$ cat src/rtl/sisc_pkg.sv
// SISC shared definitions: opcode and addressing-mode constants, IR field
// bit positions and the fetch FSM state encoding.
package sisc_pkg;

  localparam logic [3:0] NOOP   = 4'd0;
  localparam logic [3:0] LOD    = 4'd1;
  localparam logic [3:0] STR    = 4'd2;
  localparam logic [3:0] SWP    = 4'd3;
  localparam logic [3:0] BRA    = 4'd4;
  localparam logic [3:0] BRR    = 4'd5;
  localparam logic [3:0] BNE    = 4'd6;
  localparam logic [3:0] BNR    = 4'd7;
  localparam logic [3:0] ALU_OP = 4'd8;
  localparam logic [3:0] HLT    = 4'd15;

  localparam logic [3:0] am_imm = 4'd8;

  localparam int OPC_MSB = 31;
  localparam int OPC_LSB = 28;
  localparam int MM_MSB  = 27;
  localparam int MM_LSB  = 24;
  localparam int RD_MSB  = 23;
  localparam int RD_LSB  = 20;
  localparam int RS_MSB  = 19;
  localparam int RS_LSB  = 16;
  localparam int RT_MSB  = 15;
  localparam int RT_LSB  = 12;
  localparam int IMM_MSB = 15;
  localparam int IMM_LSB = 0;

  typedef enum logic [1:0] {
    ST_IDLE = 2'd0,
    ST_REQ  = 2'd1,
    ST_HOLD = 2'd2
  } fetch_state_t;

endpackage

$ cat src/rtl/sisc_br_resolve.sv
// Combinational branch resolution: decides taken/target from the current IR
// fields, status flags and the (already incremented) PC.
module sisc_br_resolve
  import sisc_pkg::*;
#(
  parameter int ADDR_W = 16
) (
  input  logic [3:0]        opcode,
  input  logic [3:0]        mm,
  input  logic [3:0]        stat,
  input  logic [ADDR_W-1:0] pc,
  input  logic [15:0]       imm,
  output logic              taken,
  output logic [ADDR_W-1:0] target
);

  logic              hit;
  logic [ADDR_W-1:0] imm_abs;
  logic [ADDR_W-1:0] imm_rel;

  assign hit = |(mm & stat);

  // Absolute targets are zero-extended, relative offsets sign-extended.
  if (ADDR_W > 16) begin : g_wide
    assign imm_abs = {{(ADDR_W-16){1'b0}}, imm};
    assign imm_rel = {{(ADDR_W-16){imm[15]}}, imm};
  end else begin : g_narrow
    assign imm_abs = imm[ADDR_W-1:0];
    assign imm_rel = imm[ADDR_W-1:0];
  end

  always_comb begin
    taken  = 1'b0;
    target = pc;
    case (opcode)
      BRA: begin taken = hit;  target = imm_abs;      end
      BRR: begin taken = hit;  target = pc + imm_rel; end
      BNE: begin taken = !hit; target = imm_abs;      end
      BNR: begin taken = !hit; target = pc + imm_rel; end
      default: ;
    endcase
  end

endmodule

$ cat src/rtl/sisc_fetch.sv
// SISC instruction fetch/branch unit: PC, IR, imem read handshake and branch
// update. Optional fetch timeout enabled by defining FETCH_TIMEOUT_EN.
module sisc_fetch
  import sisc_pkg::*;
#(
  parameter int                ADDR_W   = 16,
  parameter logic [ADDR_W-1:0] RESET_PC = '0
`ifdef FETCH_TIMEOUT_EN
  ,
  parameter int                TIMEOUT  = 15
`endif
) (
  input  logic              clk,
  input  logic              rst_f,
  input  logic              fetch_req,
  input  logic              br_eval,
  input  logic [3:0]        stat,
  output logic              imem_rd,
  output logic [ADDR_W-1:0] imem_addr,
  input  logic [31:0]       imem_rdata,
  input  logic              imem_valid,
  output logic              ir_valid,
  output logic [3:0]        opcode,
  output logic [3:0]        mm,
  output logic [3:0]        rd_sel,
  output logic [3:0]        rs_sel,
  output logic [3:0]        rt_sel,
  output logic [15:0]       imm,
  output logic [ADDR_W-1:0] pc,
  output logic              halted
`ifdef FETCH_TIMEOUT_EN
  ,
  output logic              fetch_err
`endif
);

  fetch_state_t      state_reg, state_next;
  logic [ADDR_W-1:0] pc_reg, pc_next;
  logic [31:0]       ir_reg, ir_next;
  logic              ir_valid_reg, ir_valid_next;
  logic              halted_reg, halted_next;
  logic              br_taken;
  logic [ADDR_W-1:0] br_target;
  logic              start_fetch;

`ifdef FETCH_TIMEOUT_EN
  localparam int CNT_W = $clog2(TIMEOUT + 1);
  logic [CNT_W-1:0] wait_cnt_reg, wait_cnt_next;
  logic             fetch_err_reg, fetch_err_next;
`endif

  assign opcode    = ir_reg[OPC_MSB:OPC_LSB];
  assign mm        = ir_reg[MM_MSB:MM_LSB];
  assign rd_sel    = ir_reg[RD_MSB:RD_LSB];
  assign rs_sel    = ir_reg[RS_MSB:RS_LSB];
  assign rt_sel    = ir_reg[RT_MSB:RT_LSB];
  assign imm       = ir_reg[IMM_MSB:IMM_LSB];
  assign pc        = pc_reg;
  assign ir_valid  = ir_valid_reg;
  assign halted    = halted_reg;
  assign imem_rd   = (state_reg == ST_REQ);
  assign imem_addr = pc_reg;
`ifdef FETCH_TIMEOUT_EN
  assign fetch_err = fetch_err_reg;
`endif

  sisc_br_resolve #(.ADDR_W(ADDR_W)) u_br_resolve (
    .opcode (opcode),
    .mm     (mm),
    .stat   (stat),
    .pc     (pc_reg),
    .imm    (imm),
    .taken  (br_taken),
    .target (br_target)
  );

  assign start_fetch = fetch_req && !halted_reg;

  always_comb begin
    state_next    = state_reg;
    pc_next       = pc_reg;
    ir_next       = ir_reg;
    ir_valid_next = ir_valid_reg;
    halted_next   = halted_reg;
`ifdef FETCH_TIMEOUT_EN
    wait_cnt_next  = wait_cnt_reg;
    fetch_err_next = fetch_err_reg;
`endif
    case (state_reg)
      ST_IDLE, ST_HOLD: begin
        // Branch update lands first so a same-cycle fetch uses the new PC.
        if (state_reg == ST_HOLD && br_eval && br_taken) pc_next = br_target;
        if (start_fetch) begin
          state_next    = ST_REQ;
          ir_valid_next = 1'b0;
`ifdef FETCH_TIMEOUT_EN
          wait_cnt_next = '0;
`endif
        end
      end
      ST_REQ: begin
        if (imem_valid) begin
          ir_next       = imem_rdata;
          pc_next       = pc_reg + 1'b1;
          ir_valid_next = 1'b1;
          state_next    = ST_HOLD;
          if (imem_rdata[OPC_MSB:OPC_LSB] == HLT) halted_next = 1'b1;
        end
`ifdef FETCH_TIMEOUT_EN
        else if (wait_cnt_reg == CNT_W'(TIMEOUT - 1)) begin
          ir_next        = '0;
          ir_valid_next  = 1'b1;
          fetch_err_next = 1'b1;
          state_next     = ST_HOLD;
        end else begin
          wait_cnt_next = wait_cnt_reg + 1'b1;
        end
`endif
      end
      default: state_next = ST_IDLE;
    endcase
  end

  always_ff @(posedge clk) begin
    if (!rst_f) begin
      state_reg    <= ST_IDLE;
      pc_reg       <= RESET_PC;
      ir_reg       <= '0;
      ir_valid_reg <= 1'b0;
      halted_reg   <= 1'b0;
`ifdef FETCH_TIMEOUT_EN
      wait_cnt_reg  <= '0;
      fetch_err_reg <= 1'b0;
`endif
    end else begin
      state_reg    <= state_next;
      pc_reg       <= pc_next;
      ir_reg       <= ir_next;
      ir_valid_reg <= ir_valid_next;
      halted_reg   <= halted_next;
`ifdef FETCH_TIMEOUT_EN
      wait_cnt_reg  <= wait_cnt_next;
      fetch_err_reg <= fetch_err_next;
`endif
    end
  end

endmodule

$ cat config.mk
export PLATFORM = sky130hd
export DESIGN_NAME = sisc_fetch
export DESIGN_NICKNAME = d
export VERILOG_FILES = /design/src/rtl/sisc_pkg.sv /design/src/rtl/sisc_br_resolve.sv /design/src/rtl/sisc_fetch.sv
export SDC_FILE = /design/constraint.sdc
export NUM_CORES = 1
export LEC_CHECK = 0
export ABC_AREA = 1
export CORE_UTILIZATION = 40
export CTS_CLUSTER_SIZE = 14
export DETAILED_ROUTE_END_ITERATION = 10
export GPL_TIMING_DRIVEN = 0
export PLACE_DENSITY = 0.73
export SKIP_CTS_REPAIR_TIMING = 1
export SLEW_MARGIN = 20
export SYNTH_ARGS = -nofsm -noshare
export SYNTH_HDL_FRONTEND = slang
export SYNTH_SLANG_ARGS = --single-unit
export TNS_END_PERCENT = 30
$ cat constraint.sdc
create_clock -name clk -period 1.9 [get_ports clk]
set_clock_uncertainty 0.15 [all_clocks]
set_input_delay 0.285 -clock clk [delete_from_list [all_inputs] [get_ports clk]]
set_output_delay 0.285 -clock clk [all_outputs]
set_load 0.01 [all_outputs]
After elaboration in Yosys (flattened, before gate mapping)
Cells that the tools add are included.
- word-level logic and storage cells: 48
- output and inout port bits: 71
- register bits: 52
- $add $sub $neg: 2
- multiplexer cells: 11
- bitwise gates (word level): 1
- eq/ne operators: 11
- reductions and logical operators: 18
- operators with widths (operator ; count):
    16-bit case mux with 2 select lines ; 2
    16-bit 2-to-1 mux ; 2
    16-bit by 1-bit adder with 16-bit output, second input constant ; 1
    16-bit adder ; 1
    4-bit by 3-bit == test with 1-bit output, second input constant ; 4
    2-bit OR reduction ; 5
    3-bit AND reduction ; 2
    4-bit bitwise AND ; 1
    4-bit == test, second input constant ; 1
    2-bit 2-to-1 mux ; 2
    2-bit inequality test, second input constant ; 2
    1-bit case mux with 2 select lines ; 2
    2-bit case mux with 2 select lines ; 1
    2-bit AND reduction ; 2
    4-bit AND reduction ; 1
    4-bit OR reduction ; 1
    1-bit logical AND ; 3
    3-bit inequality test, second input constant ; 1
    2-bit by 1-bit == test with 1-bit output, second input constant ; 1
    2-bit == test, second input constant ; 1
    1-bit zero test ; 2
    2-bit zero test ; 1
    1-bit 2-to-1 mux ; 2
    2-bit by 1-bit inequality test with 1-bit output, second input constant ; 1
    2-bit nonzero test ; 1

Logic depth before layout (Yosys ltp)
- word-level depth: 7
- gate-level depth with buffers: 13

Cells and area by module
Synthesis repeated with hierarchy kept, for this count alone.
- cells, all modules: 629
- area total of the unflattened synthesis: 3833.7 µm²
- by module, submodules not included (module ; times used ; area each (µm²) ; cells an instance ; sequential area each (µm²)):
    sisc_fetch ; 1 ; 2507.4 ; 370 ; 1041.0
    sisc_br_resolve ; 1 ; 1326.3 ; 259 ; 0.0

Worst setup path before layout
OpenSTA, ideal clock, no wires.
- path type: flip-flop to flip-flop
- from: register pc_reg[0] (netlist: imem_addr[0])
- to: register pc_reg[4] (netlist: imem_addr[4])
- setup slack: -0.092 ns
- clock period less this slack: 1.992 ns
- required time: 1.637 ns
- arrival: 1.729 ns
- path buffers: 0
- setup time: 0.113 ns
- cell stages (with the launch flop): 11
- path through: dfxtp_1 > ha_1 > fa_1 > nand2_1 > nand3_1 > and2_1 > xor2_1 > o21ai_0 > nand2_1 > nor2_1 > nor2_1
- word-level cells in the longest chain between the ends: 4
- RTL lines (element ; RTL line ; source):
    start: declaration ; sisc_fetch.sv:38 ; logic [ADDR_W-1:0] pc_reg, pc_next;
    start signal: assignment ; sisc_fetch.sv:137 ; pc_reg <= pc_next;
    16-bit adder ; sisc_br_resolve.sv:37, sisc_br_resolve.sv:39 ;
    16-bit case mux with 2 select lines ; sisc_br_resolve.sv:35 ; case (opcode)
    16-bit 2-to-1 mux ; sisc_fetch.sv:92 ; if (state_reg == ST_HOLD && br_eval && br_taken) pc_next = br_target;
    16-bit case mux with 2 select lines * ; sisc_fetch.sv:89 ; case (state_reg)
Every way passes the cells marked *; elsewhere a longest branch is shown, timed or not. The select of a mux whose other input is x is not followed.
A chain may end at the register's enable or synchronous reset.

Worst setup path after layout
- from: register pc_reg[5] (netlist: imem_addr[5])
- to: register pc_reg[12] (netlist: imem_addr[12])
The elaborated chain is that of the path after synthesis.

==> impl_metrics.yaml <==
synthesis:
  async_flop_share: 0
  seq_area_frac_synth: 0.294
  avgSynthCellArea_sq_um: 6.46
  synthCells: 548
  synth_top_flop_cell: "dfxtp_1"
  ys_ff_latch: 52
  synth-edff-count: 0
  ys_warn_count: 0
  synthesis.nets: 606
  syn_area_sq_um: 3540
  ys_types: 39
pwr:
  total_power_mw: 3.08
  p_per_area_nw_per_um2: 576
  ir_drop_v: 0.000346
  p_leak_nw: 2.09
route:
  drt_iter0_drc: 277
  antenna_left: 0
  wire_per_inst_microns: 15.2
  routed.top_layer: "met4"
  routed_wl_microns: 11800
  first_pass_iters: 5
  routed-wl-met3_microns: 867
  dr_wl_met2_microns: 5680
  drc: 0
  vias_per_cell: 5.26
  wl_met1_microns: 5030
  via_count: 4094
sta:
  final-setup-viol-count: 4
  layout_min_cycle_time_ns: 1.99
  setup_ws_ns: -0.0936
  rsz0062_at_grt: "yes"
  worst_pin_slew_ns: 0.587
  period_share: 1.05
  fin_setup_tns_ns: -0.281
  hold_violations: 0
  fmax_mhz: 502
  slew_violations: 0
  slew-limit-headroom: 0.608
worst_hold_path:
  hold_path.class: "in -> reg"
finish:
  num_antenna_cells: 0
  final_layout_size_suffix_gt1_frac: 0.218
  largest_reg_flops: 32
  nets: 732
  nFillCells: 760
  seq_area_sq_um: 1090
  stdcell_area_sq_um: 5340
  multi_input_area_sq_um: 2330
  area_growth_pct: 50.9
status:
  run_status: "finished, violations left"
  violations: "setup timing"
worst_setup_path:
  startpoint_type: "flop"
  reg2reg_setup_slack_ns: -0.09
  worstSetupPathType: "reg -> reg"
  cp-end-kind: "flop"
  critPathMaxFanout: 7
  worstPathRequired_ns: 1.96
  arrival_ns: 2.06
global_route:
  grt_max_degree: 16
  antenna_found_initial: 0
  grt_pass1_wl_microns: 17700
  grt_usage: 0.248
  grt_pass1_vias: 3787
  grt-ovfl-total: 0
floorplanning:
  die_h_microns: 96.1
  rows: 33
  io_pins: 112
  die_area_sq_um: 9230
  coreArea_sq_um: 8380
  fp.dieW_microns: 96.1
  initial_core_util: 0.422
flow_run:
  cap_viol_max_count: 0
placement:
  routabilityCongestion: 0.913
  place_area_sq_um: 4780
  hpwl_microns: 8560
  io_buffer_count: 110
cts:
  cts_made_buffers: 5
  path_clk_slew_ns: 0.10
  htreeDepth: 2
  cts-root-buf: "clkbuf_8"
  clock_sinks: 52
  cts_buffer_depth: 2
  clk_latency_ns: 0.31
  tritoncts: "built"
## layout make-up
type	instances	share of cell area
sequential	52	0.204
clock inverter	2	0.0112
timing repair buffer	119	0.219
inverter	62	0.0440
buffer	39	0.0487
clock buffer	5	0.0129
tap	105	0.0246
multi-input combinational	395	0.436
## metrics by stage
step	instances	hold WS, ns	worst slack [ns]	util
floorplan	548	0.278	0.00527	-
global placement	763	0.301	-0.176	0.570
detailed placement	763	0.307	-0.214	0.570
CTS	770	0.262	-0.436	0.586
global route	779	0.283	-0.176	0.637
finish	779	0.243	-0.0936	0.637
## synth_stat cells, types with 4 or more instances
cell | count | area share
nor2_2 | 4 | 0.0071
inv_1 | 57 | 0.060
o211ai_1 | 4 | 0.0085
nor2_1 | 41 | 0.043
buf_2 | 8 | 0.011
nand3_1 | 33 | 0.047
o21ai_0 | 34 | 0.048
o21ai_1 | 9 | 0.013
nand2_1 | 137 | 0.15
inv_2 | 5 | 0.0053
a21oi_2 | 4 | 0.0099
clkbuf_1 | 5 | 0.0053
dfxtp_1 | 52 | 0.29
nand4_1 | 6 | 0.011
a21oi_1 | 76 | 0.11
buf_4 | 24 | 0.051
ha_1 | 16 | 0.057
## placed cells by master (no fill, tap or decap), types with 2 or more instances in the layout
cell | netlist | layout
nand2_1 | 137 | 122
clkdlybuf4s50_1 | 0 | 108
a21oi_1 | 76 | 68
inv_1 | 57 | 57
nor2_1 | 41 | 39
buf_4 | 24 | 35
o21ai_0 | 34 | 31
dfxtp_1 | 52 | 28
nand3_1 | 33 | 26
dfxtp_2 | 0 | 17
nand2_2 | 2 | 16
ha_4 | 0 | 13
o21ai_1 | 9 | 12
a21oi_2 | 4 | 12
dfxtp_4 | 0 | 7
buf_2 | 8 | 6
nand3_2 | 1 | 6
nand4_1 | 6 | 6
clkbuf_8 | 0 | 5
nor2_2 | 4 | 4
inv_2 | 5 | 4
clkbuf_1 | 5 | 4
o211ai_1 | 4 | 4
nor2_4 | 1 | 3
nor3_1 | 3 | 3
nor3_2 | 3 | 2
xor2_1 | 2 | 2
and2_1 | 3 | 2
nand3b_1 | 2 | 2
nand3_4 | 0 | 2
o21bai_1 | 2 | 2
a21o_1 | 2 | 2
ha_1 | 16 | 2
bufinv_16 | 0 | 2
## final timing paths
kind	startpoint	end	cells after the start
hold / removal	rst_f	ir_reg[4]	3
setup reg to reg	imem_addr[5]	imem_addr[12]	9
setup / recovery	imem_addr[5]	imem_addr[12]	9
hold reg to reg	ir_reg[19]	ir_reg[19]	2
## layer usage
metal | vias up | track usage
li1 | 2027 | -
met1 | 1868 | 0.316
met2 | 175 | 0.418
met3 | 24 | 0.0577
met4 | 0 | 0.0659
met5 | - | 0
## cell families (layout without fill, tap and decap cells)
| group | after synthesis | in the layout | synth area share |
|---|---|---|---|
| AO/OA/AOI/OAI | 135 | 135 | 0.205 |
| buffers and inverters | 101 | 227 | 0.137 |
| adder cells (fa/ha/maj) | 17 | 17 | 0.0622 |
| AND/OR/NAND/NOR | 240 | 240 | 0.294 |
| flip-flops | 52 | 52 | 0.294 |
| XOR/XNOR | 3 | 3 | 0.00742 |
## critical path: stages, from the launching register on
cell,delay (ns)
dfxtp_4,0.39
ha_4,0.27
a21oi_1,0.39
o21ai_1,0.15
nand2_1,0.13
nand3_2,0.10
nand2_2,0.08
nand3_2,0.08
nand2_2,0.10
a21oi_2,0.05
## power breakdown
group / switching [mW] / internal (mW)
Clock: 0.413 / 0.520
Sequential: 0.106 / 1.16
Combinational: 0.410 / 0.473
(Power assumes the default switching activity.)
